### src/rtl/fdtd_mem_word_wr.sv
// Single-word AXI4 write master: latches one word request, issues AW+W as a
// single beat, waits for B and returns a one-cycle grant with error status.
module fdtd_mem_word_wr #(
  parameter int AXI4_ADDR_WIDTH = 32,
  parameter int AXI4_DATA_WIDTH = 32,
  parameter int AXI4_ID_WIDTH   = 16,
  parameter int AXI4_USER_WIDTH = 10,
  parameter int AXI_STRB_WIDTH  = AXI4_DATA_WIDTH / 8
) (
  input  logic                         ACLK,
  input  logic                         ARESET,
  output logic [AXI4_ID_WIDTH-1:0]     AWID_o,
  output logic [AXI4_ADDR_WIDTH-1:0]   AWADDR_o,
  output logic [7:0]                   AWLEN_o,
  output logic [2:0]                   AWSIZE_o,
  output logic [1:0]                   AWBURST_o,
  output logic                         AWLOCK_o,
  output logic [3:0]                   AWCACHE_o,
  output logic [2:0]                   AWPROT_o,
  output logic [3:0]                   AWREGION_o,
  output logic [AXI4_USER_WIDTH-1:0]   AWUSER_o,
  output logic [3:0]                   AWQOS_o,
  output logic                         AWVALID_o,
  input  logic                         AWREADY_i,
  output logic [AXI4_DATA_WIDTH-1:0]   WDATA_o,
  output logic [AXI_STRB_WIDTH-1:0]    WSTRB_o,
  output logic                         WLAST_o,
  output logic [AXI4_USER_WIDTH-1:0]   WUSER_o,
  output logic                         WVALID_o,
  input  logic                         WREADY_i,
  input  logic [AXI4_ID_WIDTH-1:0]     BID_i,
  input  logic [1:0]                   BRESP_i,
  input  logic                         BVALID_i,
  input  logic [AXI4_USER_WIDTH-1:0]   BUSER_i,
  output logic                         BREADY_o,
  input  logic                         wr_req_i,
  input  logic [AXI4_ADDR_WIDTH-3:0]   wr_word_addr_i,
  input  logic [AXI4_DATA_WIDTH-1:0]   wr_data_i,
  input  logic [AXI_STRB_WIDTH-1:0]    wr_strb_i,
  output logic                         wr_gnt_o,
  output logic                         wr_err_o
);

  typedef enum logic [1:0] {IDLE, SEND, WAIT_B} state_t;

  localparam logic [2:0] BEAT_SIZE = 3'($clog2(AXI_STRB_WIDTH));

  state_t                       state;
  logic                         aw_done;
  logic                         w_done;
  logic                         aw_hs;
  logic                         w_hs;
  logic [AXI4_ADDR_WIDTH-3:0]   addr_q;
  logic [AXI4_DATA_WIDTH-1:0]   data_q;
  logic [AXI_STRB_WIDTH-1:0]    strb_q;
  logic                         unused_inputs;

  assign AWID_o     = '0;
  assign AWLEN_o    = 8'd0;
  assign AWSIZE_o   = BEAT_SIZE;
  assign AWBURST_o  = 2'b01;
  assign AWLOCK_o   = 1'b0;
  assign AWCACHE_o  = 4'd0;
  assign AWPROT_o   = 3'd0;
  assign AWREGION_o = 4'd0;
  assign AWUSER_o   = '0;
  assign AWQOS_o    = 4'd0;
  assign WLAST_o    = 1'b1;
  assign WUSER_o    = '0;

  assign AWADDR_o = {addr_q, 2'b00};
  assign WDATA_o  = data_q;
  assign WSTRB_o  = strb_q;

  assign aw_hs    = AWVALID_o & AWREADY_i;
  assign w_hs     = WVALID_o & WREADY_i;
  assign BREADY_o = (state == WAIT_B);
  // Grant follows BVALID in the same cycle; EXOKAY (2'b01) counts as success.
  assign wr_gnt_o = (state == WAIT_B) & BVALID_i;
  assign wr_err_o = wr_gnt_o & BRESP_i[1];

  assign unused_inputs = ^{BID_i, BUSER_i, BRESP_i[0]};

  // AW and W retire independently; WAIT_B is entered once both have handshaken.
  always_ff @(posedge ACLK or posedge ARESET) begin
    if (ARESET) begin
      state     <= IDLE;
      AWVALID_o <= 1'b0;
      WVALID_o  <= 1'b0;
      aw_done   <= 1'b0;
      w_done    <= 1'b0;
      addr_q    <= '0;
      data_q    <= '0;
      strb_q    <= '0;
    end else begin
      case (state)
        IDLE: begin
          if (wr_req_i) begin
            addr_q    <= wr_word_addr_i;
            data_q    <= wr_data_i;
            strb_q    <= wr_strb_i;
            AWVALID_o <= 1'b1;
            WVALID_o  <= 1'b1;
            aw_done   <= 1'b0;
            w_done    <= 1'b0;
            state     <= SEND;
          end
        end
        SEND: begin
          if (aw_hs) begin
            AWVALID_o <= 1'b0;
            aw_done   <= 1'b1;
          end
          if (w_hs) begin
            WVALID_o <= 1'b0;
            w_done   <= 1'b1;
          end
          if ((aw_done | aw_hs) & (w_done | w_hs)) begin
            state <= WAIT_B;
          end
        end
        WAIT_B: begin
          if (BVALID_i) begin
            state <= IDLE;
          end
        end
        default: state <= IDLE;
      endcase
    end
  end

endmodule
### config.mk
export PLATFORM = sky130hd
export DESIGN_NAME = fdtd_mem_word_wr
export DESIGN_NICKNAME = d
export VERILOG_FILES = /design/src/rtl/fdtd_mem_word_wr.sv
export SDC_FILE = /design/constraint.sdc
export NUM_CORES = 1
export LEC_CHECK = 0
export ABC_AREA = 1
export ABC_CLOCK_PERIOD_IN_PS = 2200
export BUFFER_PORTS_ARGS = -buffer_cell sky130_fd_sc_hd__buf_2
export CAP_MARGIN = 10
export CORE_MARGIN = 4
export CORE_UTILIZATION = 35
export DETAILED_ROUTE_END_ITERATION = 12
export PLACE_DENSITY = 0.71
export SLEW_MARGIN = 20
export SYNTH_ARGS = -nofsm -noshare
export SYNTH_HDL_FRONTEND = slang
export SYNTH_SLANG_ARGS = --single-unit
export TNS_END_PERCENT = 100
### constraint.sdc
create_clock -name ACLK -period 2.2 [get_ports ACLK]
set_input_delay 0.11 -clock ACLK [delete_from_list [all_inputs] [get_ports ACLK]]
set_output_delay 0.11 -clock ACLK [all_outputs]
set_load 0.02 [all_outputs]
; ---- Word-level counts from Yosys, hierarchy flattened
; Index checks and enable logic that the tools add are counted.
[classes]
reduce_logical = 6
eq_ne = 7
mux = 14
bitwise = 7
[ops]
columns = cell, n
row1 = "2-bit inequality test, second input constant", 5
row2 = 3-bit AND reduction, 3
row3 = 1-bit one-hot mux with 2 select lines, 4
row4 = 1-bit 2-to-1 mux, 6
row5 = 2-bit 2-to-1 mux, 3
row6 = 2-bit one-hot mux with 3 select lines, 1
row7 = 1-bit bitwise AND, 5
row8 = "2-bit by 1-bit equality test with 1-bit output, second input constant", 1
row9 = "2-bit equality test, second input constant", 1
row10 = 2-bit logical NOT, 1
row11 = 1-bit bitwise OR, 2
row12 = 2-bit AND reduction, 1
row13 = 2-bit nonzero test, 1
[word_totals]
input_bits = 100
output_inout_bits = 139
regBits = 72
elab_cells = 42

; ---- Depth between registers and ports, before layout
[logic_depth]
ltp_word = 5
ltp_mapped = 7

; ---- Worst setup path after synthesis
; No wires, ideal clock.
[synth_timing]
path_type = reg-to-output
from = register state[1]
to = output port wr_err_o
stages_incl_launch_ff = 4
path_buffers = 0
arrival_ps = 1071
slack_ps = 1019
cell_sequence = dfrtp_1 -> inv_1 -> nor2_1 -> and3_1
[synth_between]
elab_chain_len = 3
[synth_lines]
columns = element, line
row1 = "start, declared", 48  ; state_t state;
row2 = "start signal, assigned", 87  ; state <= IDLE;
row3 = "start signal, assigned", 106  ; state <= SEND;
row4 = "start signal, assigned", 119  ; state <= WAIT_B;
row5 = 2-bit equality test, --
row6 = named net BREADY_o, 35  ; output logic BREADY_o,
row7 = 1-bit bitwise AND, 79  ; assign wr_gnt_o = (state == WAIT_B) & BVALID_i;
row8 = 1-bit bitwise AND, 80  ; assign wr_err_o = wr_gnt_o & BRESP_i[1];
row9 = "end, declared", 41  ; output logic wr_err_o
; The timed path passes the listed nets, and every way through them passes these cells.

; ---- Worst setup path after layout
[layout_timing]
from = register state[0]
to = register data_q[29], in the netlist WDATA_o[29]
[layout_between]
elab_chain_len = 2
[layout_lines]
columns = element, line
row1 = 2-bit logical NOT, 96  ; case (state)
row2 = 2-bit AND reduction (no source line), --
row3 = "end signal, assigned", 100  ; data_q <= wr_data_i;
row4 = "end, declared", 54  ; logic [AXI4_DATA_WIDTH-1:0] data_q;
; No other way between the ends.
; A chain may end at the register's enable or synchronous reset.

==> metrics.log <==
INFO  metric outcome = completed
INFO  metric gp_routability_congestion = between 0.7 and 0.8
INFO  metric clk-insertion-delay-late = between 0.3 and 0.4 ns
INFO  metric cts-buffers-inserted = 9
INFO  metric initial_core_util = 0.358
INFO  metric report.final.setup_viol = 0
INFO  metric cts.repair.resized = 0
INFO  metric area_growth_syn_to_layout = 43.2%
INFO  metric yosysWarningCount = 0
INFO  metric met3WireLength = about 660 um
INFO  metric drive_gt1_frac = 0.277
INFO  metric top_level_ports = roughly 240
INFO  metric total_leakage_power = around 2.8 nW
INFO  metric synth.lib_cells_used.distinct = 17
INFO  metric actual_transition_at_the_worst_max_transition_pin = slightly above 0.8 ns
INFO  metric final_cell_area = about 4700 um^2
INFO  metric drc_errors = 0
INFO  metric timing_hold_violations_final = 0
INFO  metric nNetsFinal = 698
INFO  metric grt_antenna_before_repair = 0
INFO  metric slowest_delay = between 0.4 and 0.5 ns
INFO  metric clk_path_buf_depth = 2
INFO  metric buffer_ports.inserted = between 100 and 150
INFO  metric die_width = roughly 110 um
INFO  metric worstPathCellList = nor2_2 -> nand2_2 -> inv_2 -> buf_4 -> nand2_1 -> nand2_1
INFO  metric synth-seq-cells = 72
INFO  metric coreArea = 9200 um^2
INFO  metric fp.dieH = roughly 110 um
INFO  metric met2RoutedLength = 4390 um
INFO  metric clock_tree_from_tritoncts = yes
INFO  metric min_period = 1.37 ns
INFO  metric clk_pin_slew = 0.08 ns
INFO  metric hp-class = in -> reg
INFO  metric track_usage = 0.155
INFO  metric dr.max_layer_used = met4
INFO  metric cell_with_the_biggest_individual_delay_on_the_critical_path = dfrtp_1
INFO  metric grt_pass1_vias = 3012
INFO  metric rsz_0062_raised_after_global_routing = false
INFO  metric cp_common_cell = nand2_1
INFO  metric ratio_of_total_power_to_cell_area = between 1000 and 1500 nW/um^2
INFO  metric cts_num_sinks = between 70 and 80
INFO  metric row_count = 35
INFO  metric critical_path.endpoint_type = flop
INFO  metric globalRouteOverflowTotal = 0
INFO  metric cts-hold-fix-buffers = between 60 and 70
INFO  metric synth_area_per_cell = about 8.5 um^2
INFO  metric critical_path_class = reg -> reg
INFO  metric worst_slew_slack_as_a_fraction_of_its_limit = 0.456
INFO  metric number_of_detailed_routing_iterations_run_before_antenna_repair = 4
INFO  metric synth-seq-area-share = 0.547
INFO  metric final_antenna_net_count = 0
INFO  metric launching_element_type_of_the_critical_path = flop
INFO  metric timing.critical_path.fanout_max = 37
INFO  metric syn-instance-count = between 300 and 400
INFO  metric cp.arrival = 1.65 ns
INFO  metric clock_skew = roughly 0.010 ns
INFO  metric h_tree_lvl_count = 3
INFO  metric dieArea = between 10000 and 15000 um^2
INFO  metric via_count = roughly 3000
INFO  metric mappedNetlistArea = 3300 um^2
INFO  metric insertedDiodeCount = 0
INFO  metric grt_start_max_net_pins = 40
INFO  metric layout_worst_path_cycle_share = 0.625
INFO  metric grt_pass1_wl = between 10000 and 15000 um
INFO  metric post_drt_via_cell_ratio = slightly above 4
INFO  metric wirelength_met1 = around 3300 um
INFO  metric timing_max_transition_violations_final = 0
INFO  metric post_cts_buffers = 0
INFO  metric max-cap-violations = 0
INFO  metric finalSetupTns = 0 ns
INFO  metric cts_root_buffer = clkbuf_8
INFO  metric ir_drop = roughly 580 uV
INFO  metric max_clock_freq = 0.728 GHz
INFO  metric required = between 2 and 2.5 ns
INFO  metric detailed_route_wl = ~8600 um
INFO  metric 1st_iter_drt_viols = roughly 170
INFO  metric route.detailed.wl_per_inst = about 12 um
INFO  metric dp_wirelength = 5560 um
INFO  metric placed_instance_area = a little under 4000 um^2
## sequential cells by signal, indices dropped and copies added, names as in the netlist
| signal | cells |
|---|---|
| WDATA_o | 32 |
| addr_q | 30 |
| WSTRB_o | 4 |
| state | 2 |
| AWVALID_o | 1 |
| WVALID_o | 1 |
| aw_done | 1 |
| w_done | 1 |
## layout make-up
class,count,area (um^2)
Clock buffer,10,128
Clock inverter,6,68.8
Fill cell,815,4480
Inverter,11,41.3
Multi-Input combinational cell,289,1100
Sequential cell,72,1800
Tap cell,111,139
Timing Repair Buffer,215,1440
## cell usage after synthesis, drive strengths merged
master,n,area share
clkbuf,5,0.0057
dfrtp,72,0.55
nor3,1,0.0015
nand3,2,0.0030
conb,2,0.0023
nor2,3,0.0042
and3,1,0.0019
nand2,209,0.24
o22ai,2,0.0038
inv,11,0.013
buf,77,0.18
o21ai,3,0.0046
## layer usage
metal  up-vias  GRT usage
met5         -          0
met4         0     0.0731
met3        24     0.0482
met2       133      0.275
met1      1349      0.166
li1       1439          -
## logic make-up after synthesis
kind of cell / count (synthesis) / synth area share
compound gates: 5 / 0.00835
buf+inv: 93 / 0.193
flops: 72 / 0.547
other cells: 2 / 0.00228
simple gates: 216 / 0.249
## metrics by stage
stage | setup slack [ns] | std cells | total power (W) | utilization | hold slack (ns)
after CTS | 0.874 | 714 | 0.00623 | 0.513 | 0.0758
final | 0.826 | 714 | 0.00618 | 0.513 | 0.0958
after floorplan | 0.265 | 454 | 0.00423 | - | 0.220
after detailed placement | 0.881 | 631 | 0.00508 | 0.419 | 0.308
after global placement | 0.914 | 631 | 0.00500 | 0.419 | 0.303
after global routing | 0.746 | 714 | 0.00664 | 0.513 | 0.0918
## cell usage in the layout (no fill, tap or decap), types with 2 or more instances in the layout
master	count
buf_2	143
buf_4	4
clkbuf_8	9
clkinvlp_4	4
conb_1	68
dfrtp_1	72
dlygate4sd3_1	67
inv_1	9
inv_2	2
nand2_1	208
nand3_1	2
nor2_1	2
o21ai_0	3
o22ai_1	2
## worst paths after layout
kind,from,slack (ns),cells past startpoint,end
worst max-delay path,state[0],0.83,6,WDATA_o[29]
worst min-delay path,AWREADY_i,0.1,3,aw_done
worst max register to register,state[0],0.83,6,WDATA_o[29]
worst min register to register,WDATA_o[12],0.48,2,WDATA_o[12]
max in group asynchronous,ARESET,1.07,4,addr_q[12]
min in group asynchronous,ARESET,0.47,3,addr_q[3]
## critical path, delay by kind of cell (launching register included)
kind / cells / cell delay (ns)
simple gates: 4 / 0.47
flops: 1 / 0.42
buf+inv: 2 / 0.41
## report_power, final
group          switching [W]  internal (W)  total [W]  leakage [nW]
clock               0.000493      0.000527    0.00102        0.0851
sequential          0.000338       0.00196    0.00230         0.887
combinational        0.00194      0.000922    0.00287          1.80
Note: power is estimated with default switching activity, not from simulation.
